$ cat src/rtl/uart_tx_arbiter.sv
// Round-robin front end for a single UART transmitter: accepts one byte from one of
// NUM_REQ producers, launches the frame, waits for tx_done and recovers via a watchdog.
module uart_tx_arbiter #(
  parameter int NUM_REQ        = 4,
  parameter int TIMEOUT_CYCLES = 32,
  parameter int IDW            = $clog2(NUM_REQ)
) (
  input  logic                   clk,
  input  logic                   reset,
  input  logic [NUM_REQ-1:0]     req_valid,
  input  logic [NUM_REQ*8-1:0]   req_data,
  output logic [NUM_REQ-1:0]     req_ready,
  output logic                   tx_start,
  output logic [7:0]             tx_data,
  input  logic                   tx_done,
  output logic                   busy,
  output logic [IDW-1:0]         grant_id,
  output logic                   frame_done,
  output logic                   timeout_err,
  input  logic                   err_clr
);

  // Handshake: a byte moves from requester i when req_valid[i] & req_ready[i] at a rising
  // edge; req_ready is only ever raised in IDLE, for the round-robin winner, for one cycle.

  localparam int CW = $clog2(TIMEOUT_CYCLES + 1);
  localparam logic [CW-1:0] CNT_LAST = CW'(TIMEOUT_CYCLES - 1);
  localparam logic [CW-1:0] CNT_MAX  = CW'(TIMEOUT_CYCLES);

  typedef enum logic [1:0] {
    IDLE  = 2'd0,
    START = 2'd1,
    WAIT  = 2'd2
  } state_t;

  state_t          state;
  state_t          state_nxt;
  logic [IDW-1:0]  last_grant;
  logic [IDW-1:0]  winner;
  logic [IDW-1:0]  idx_w;
  logic            win_found;
  logic [CW-1:0]   wd_cnt;
  logic            wd_expire;
  logic            done_ok;

  // First valid requester strictly after last_grant, wrapping.
  always_comb begin
    int idx;
    winner    = '0;
    win_found = 1'b0;
    idx_w     = '0;
    idx       = 0;
    for (int i = 1; i <= NUM_REQ; i++) begin
      idx   = (int'(last_grant) + i) % NUM_REQ;
      idx_w = IDW'(idx);
      if (!win_found && req_valid[idx_w]) begin
        winner    = idx_w;
        win_found = 1'b1;
      end
    end
  end

  always_comb begin
    req_ready = '0;
    if (state == IDLE && win_found) req_ready[winner] = 1'b1;
  end

  assign done_ok   = (state == WAIT) && tx_done;
  assign wd_expire = (state == WAIT) && !tx_done && (wd_cnt == CNT_LAST);

  always_comb begin
    state_nxt = state;
    case (state)
      IDLE:    if (win_found) state_nxt = START;
      START:   state_nxt = WAIT;
      WAIT:    if (done_ok || wd_expire) state_nxt = IDLE;
      default: state_nxt = IDLE;
    endcase
  end

  always_ff @(posedge clk) begin
    if (!reset) state <= IDLE;
    else        state <= state_nxt;
  end

  always_ff @(posedge clk) begin
    if (!reset) begin
      tx_start    <= 1'b0;
      tx_data     <= '0;
      busy        <= 1'b0;
      grant_id    <= '0;
      frame_done  <= 1'b0;
      timeout_err <= 1'b0;
      wd_cnt      <= '0;
      last_grant  <= IDW'(NUM_REQ - 1);
    end else begin
      tx_start   <= (state_nxt == START);
      busy       <= (state_nxt != IDLE);
      frame_done <= done_ok;
      if (state == IDLE && win_found) begin
        tx_data  <= req_data[int'(winner)*8 +: 8];
        grant_id <= winner;
      end
      // Saturating watchdog; cleared while the start pulse is out.
      if (state == START)
        wd_cnt <= '0;
      else if (state == WAIT && !tx_done && wd_cnt != CNT_MAX)
        wd_cnt <= wd_cnt + 1'b1;
      if (done_ok || wd_expire) last_grant <= grant_id;
      if (wd_expire)    timeout_err <= 1'b1;
      else if (err_clr) timeout_err <= 1'b0;
    end
  end

endmodule

$ cat config.mk
export PLATFORM = sky130hd
export DESIGN_NAME = uart_tx_arbiter
export DESIGN_NICKNAME = d
export VERILOG_FILES = /design/src/rtl/uart_tx_arbiter.sv
export SDC_FILE = /design/constraint.sdc
export NUM_CORES = 1
export LEC_CHECK = 0
export ABC_CLOCK_PERIOD_IN_PS = 2190
export CORE_MARGIN = 2
export CORE_UTILIZATION = 41
export CTS_CLUSTER_DIAMETER = 100
export DETAILED_ROUTE_END_ITERATION = 16
export HOLD_SLACK_MARGIN = 0.1
export PLACE_DENSITY = 0.79
export SYNTH_ARGS = -nofsm -noshare
export SYNTH_HDL_FRONTEND = slang
export SYNTH_SLANG_ARGS = --single-unit
$ cat constraint.sdc
create_clock -name clk -period 2.19 [get_ports clk]
set_clock_uncertainty 0.2 [all_clocks]
set_input_delay 0.438 -clock clk [delete_from_list [all_inputs] [get_ports clk]]
set_output_delay 0.438 -clock clk [all_outputs]
set_load 0.05 [all_outputs]
## After elaboration in Yosys (flattened, before gate mapping)

Cells that the tools add are included.
Widths: inputs -> output; s select.

| cells by class | value |
|---|---|
| muxes and demuxes | 24 |
| shift-type cells | 1 |
| bitwise gates (word level) | 1 |
| add/sub/neg operators | 5 |
| eq/ne operators | 5 |
| $lt $le $gt $ge | 6 |
| reduce and logical (&&, ||, !) cells | 18 |

Operators by type and width:

| operator | number |
|---|---|
| $shiftx 32x6->8 | 1 |
| $lt 2x3->1 const B | 5 |
| $mux 2 | 6 |
| $mux 1 | 11 |
| $logic_and 1x1->1 | 9 |
| $bmux 1 s2 | 4 |
| $add 6x1->6 const B | 1 |
| $eq 6x5->1 const B | 1 |
| $ne 6x6->1 const B | 1 |
| $pmux 2 s3 | 1 |
| $add 2x1->2 const B | 2 |
| $add 2x2->2 const B | 2 |
| $eq 2x1->1 const B | 2 |
| $logic_not 1->1 | 4 |
| $mux 4 | 1 |
| $reduce_bool 2->1 | 2 |
| $demux 1 s2 | 1 |
| $eq 2x2->1 const B | 1 |
| $ge 2x1->1 const B | 1 |
| $logic_not 2->1 | 1 |
| $reduce_or 2->1 | 1 |
| $logic_or 1x1->1 | 1 |
| $not 1->1 | 1 |

| storage, ports and cells | value |
|---|---|
| input port bits | 40 |
| register bits | 24 |
| logic and storage cells | 69 |
| output and inout bits | 18 |

## Logic depth before layout (Yosys ltp)

| logic depth | value |
|---|---|
| word-level depth | 18 |
| depth in mapped cells | 8 |

## Least setup slack after synthesis

No wires, ideal clock.

| path | value |
|---|---|
| path kind | input -> output |
| start | in req_valid[3] |
| end | out req_ready[1] |
| data arrival time | 1.902 ns |
| slack | -0.350 ns |
| required time | 1.552 ns |
| buffers on the path | 2 |
| stages on the path | 7 |
| cell sequence | inv_1 > o32a_1 > o21ai_2 > buf_6 > buf_8 > nand2_1 > nor2_1 |

| between the ends | value |
|---|---|
| cells in the longest elaborated chain, start to end | 17 |
| elaborated cells on any way between the ends | 29 |

RTL lines:

| what | RTL line | source |
|---|---|---|
| start, declared | 10 | `input logic [NUM_REQ-1:0] req_valid,` |
| $bmux 1 s2 | 56 | `if (!win_found && req_valid[idx_w]) begin` |
| $mux 1 (implied by the code) | 56 |  |
| $mux 1 | 56 |  |
| $logic_not 1->1 | 56 |  |
| $logic_and 1x1->1 | 56 |  |
| $mux 1 | 56 |  |
| $logic_not 1->1 | 56 |  |
| $logic_and 1x1->1 | 56 |  |
| $mux 1 | 56 |  |
| $logic_not 1->1 | 56 |  |
| $logic_and 1x1->1 | 56 |  |
| $mux 2 | 56 |  |
| $lt 2x3->1 (implied by the code) / $ge 2x1->1 (equally long branches) | 65 | `if (state == IDLE && win_found) req_ready[winner] = 1'b1;` |
| $logic_and 1x1->1 (implied by the code) | 65 |  |
| $mux 1 (implied by the code) | 65 |  |
| $demux 1 s2 | 65 |  |
| $mux 4 * | 65 |  |
| end, declared | 12 | `output logic [NUM_REQ-1:0] req_ready,` |

Mark *: on every way between the ends. The rest lies on a longest branch, timed or not. The select of a mux whose other input is x is not followed.

## Worst setup path in the final report

| path | value |
|---|---|
| start | in req_valid[3] |
| end | out req_ready[0] |

The elaborated chain is that of the path after synthesis.

==> metrics.txt <==
drt pass-1 iters=4; reg2reg path depth=5; Critical R2R Launch=last_grant[1]; Initial Util=0.432; first-pass GRT wire length=5790 µm; average size of a mapped cell=9.57 µm²; CTS Buf Count=3; FFs w/ async S/R, synth=0; Total GRT Usage=0.213; top-area cell type share of the netlist area=0.364; Max Freq=0.443 GHz; Post-synth EDFFs=0; vias in the first global route=1287; Routed WL=3740 µm; Core Rows=20; Hold Buf Count CTS=0; Commonest cells post-synth=dfxtp_1 (24), mux2i_1 (20), nor2_1 (16); fill cell count=228; Placed Cells=245; # setup viols final=3; # IOs=58; reg-to-reg endpoint=tx_data[0]; sw power=442 µW; worst-margin pin slew=0.519 ns; VDD IR max=284 µV; Critical Path End=req_ready[0]; Final #Nets=254; CP Max Fanout=4; top-count cell post-synth=dfxtp_1; Root Driver=clkbuf_4; status=finished with violations; Final TNS setup=-0.142 ns; CP arrival=1.62 ns; Ys Warns=0; post-synth net total=180; Max Cap Viol=0; cell count after synthesis=138; Longest Clk Path Bufs=2; Starting DRT DRC Count=53; ys flop type=dfxtp_1; initial antenna violation count=0; multi-input logic area=835 µm²; DIE WIDTH=60.7 µm; grt ovf=0; Int Pwr=823 µW; clock share of power=0.187; # port buffers=57; RSZ-0062 raised after global routing=yes; CP startpoint=req_valid[3]; dpl hpwl=2900 µm; largest cells by area after synthesis=dfxtp_1 (36%), mux2i_1 (15%), o221ai_2 (9.1%); Die Footprint=3690 µm²; PD cells=576 nW/µm²; R2R Setup Slk=0.26 ns; Fin. Hold Viols=0; via count=1267; Seq pwr share=0.392; Seq. cell area=488 µm²; Placer Congestion=0.909; Setup Crit Path Kind=in -> out; max-slew violation count=0; Hold Path Class=reg -> reg; leakage=0.000912 µW; fin cells=255; clock-pin slew on the worst setup and hold paths=0.13 ns; worst-skew pair later-pin latency=0.32 ns; H-tree depth=1; CTS tree=yes; Sw Ratio=0.349; Die Ht=60.7 µm; share of layout cells above drive strength 1=0.275; Worst EP required=1.55 ns; period utilization=1.03; Combinational Power Share=0.421; Setup crit start kind=input pin; largest net degree at the start of global routing=17; number of clock sinks=24; sequential area share after synthesis=0.364; Final ANT Viol Nets=0; Distinct cells, synth=33; DRC violations left=0; PnR worst setup slack=-0.0691 ns; Layout area overhead=66.4%; # diodes=0; cell taking the most area after synthesis=dfxtp_1; Synth Cell Area=1320 µm²; Slew HR=0.653; Vias/cell=4.97; Synth Register Bits=24; Final min period=2.26 ns; Core Region=3050 µm²; failing checks=setup timing; Setup crit end kind=output pin; wire per inst=14.7 µm
==> state kept, by name (all words and copies together), names as in the netlist <==
signal,cells
tx_data,8
wd_cnt,6
grant_id,2
last_grant,2
state,2
busy,1
frame_done,1
timeout_err,1
tx_start,1
==> routing by layer <==
layer,vias up,track usage,share of wire
li1,643,-,-
met1,595,0.246,0.41
met2,25,0.399,0.56
met3,4,0.0213,0.022
met4,0,0.0870,0.012
met5,-,0,0
==> kinds of logic (layout without fill, tap and decap cells) <==
logic type / Yosys count / count (layout) / share of synthesized area
flip-flops: 24 / 24 / 0.364
AND/OR/NAND/NOR: 49 / 49 / 0.180
XOR/XNOR: 5 / 5 / 0.0332
multiplexers: 20 / 20 / 0.152
adder cells (fa/ha/maj): 2 / 2 / 0.0190
buffers and inverters: 13 / 86 / 0.0578
AO/OA/AOI/OAI: 25 / 25 / 0.194
==> placed cells by master (no fill, tap or decap), types with 2 or more instances in the layout <==
cell type         n
clkdlybuf4s50_1  47
dfxtp_1          22
mux2i_1          20
buf_4            14
nor2_1           12
nand2_1           9
nand3_1           8
o221ai_2          8
inv_1             5
a21oi_1           4
buf_12            4
nor2_4            3
nand2b_1          3
nand4_1           3
xnor2_1           3
clkbuf_4          3
buf_6             3
inv_2             2
nor2b_4           2
a22oi_1           2
nand2_2           2
nor2b_1           2
o21ai_0           2
xor2_1            2
ha_1              2
buf_2             2
dfxtp_4           2
dlymetal6s2s_1    2
==> repair_timing <==
| item | 4_1_cts | 5_1_grt |
|---|---|---|
| setup buffers | 4 | 2 |
| pin swaps | 5 | 4 |
| endpoints found under the setup margin | 6 | 6 |
| resized for setup | 30 | 9 |
==> worst min path at each step <==
stage                            from          end  slack [ns]  cells past startpoint
final                     grant_id[1]  grant_id[1]        0.28                      2
after global routing      grant_id[1]  grant_id[1]        0.33                      2
after CTS                 grant_id[1]  grant_id[1]        0.28                      2
after detailed placement  grant_id[1]  grant_id[1]        0.26                      2
after global placement    grant_id[1]  grant_id[1]        0.26                      2
after floorplan             wd_cnt[1]    wd_cnt[1]        0.31                      2
==> through the flow <==
| stage | hold WS, ns | power [µW] | instance area, µm² | utilization | worst slack, ns |
|---|---|---|---|---|---|
| 5_1_grt | 0.331 | 1320 | 2200 | 0.719 | -0.166 |
| 3_5_place_dp | 0.263 | 1010 | 2050 | 0.673 | -0.405 |
| 2_1_floorplan | 0.314 | 800 | 1350 | - | -0.00327 |
| 6_report | 0.283 | 1260 | 2200 | 0.719 | -0.0691 |
| 3_3_place_gp | 0.264 | 993 | 2050 | 0.673 | -0.327 |
| 4_1_cts | 0.281 | 1270 | 2180 | 0.714 | -0.0501 |
==> power groups by stage <==
stage | clock network (µW) | logic [µW] | registers [µW]
finish | 236 | 533 | 495
detailed placement | 0 | 500 | 505
floorplan | 0 | 197 | 603
CTS | 245 | 527 | 496
global placement | 0 | 490 | 503
global route | 259 | 560 | 499
==> critical path, cell delays in order <==
cell and delay, ns:
clkdlybuf4s15_2 0.21, buf_6 0.14, mux2i_1 0.12, o32a_1 0.20
o211a_1 0.20, nor2b_4 0.16, buf_8 0.15
==> cell type report <==
type                       instances  share of cell area
clock buffer                       4              0.0165
inverter                           7              0.0120
multi-input combinational        101               0.380
sequential                        24               0.222
tap                               44              0.0251
timing repair buffer              75               0.344
(Power assumes the default switching activity.)
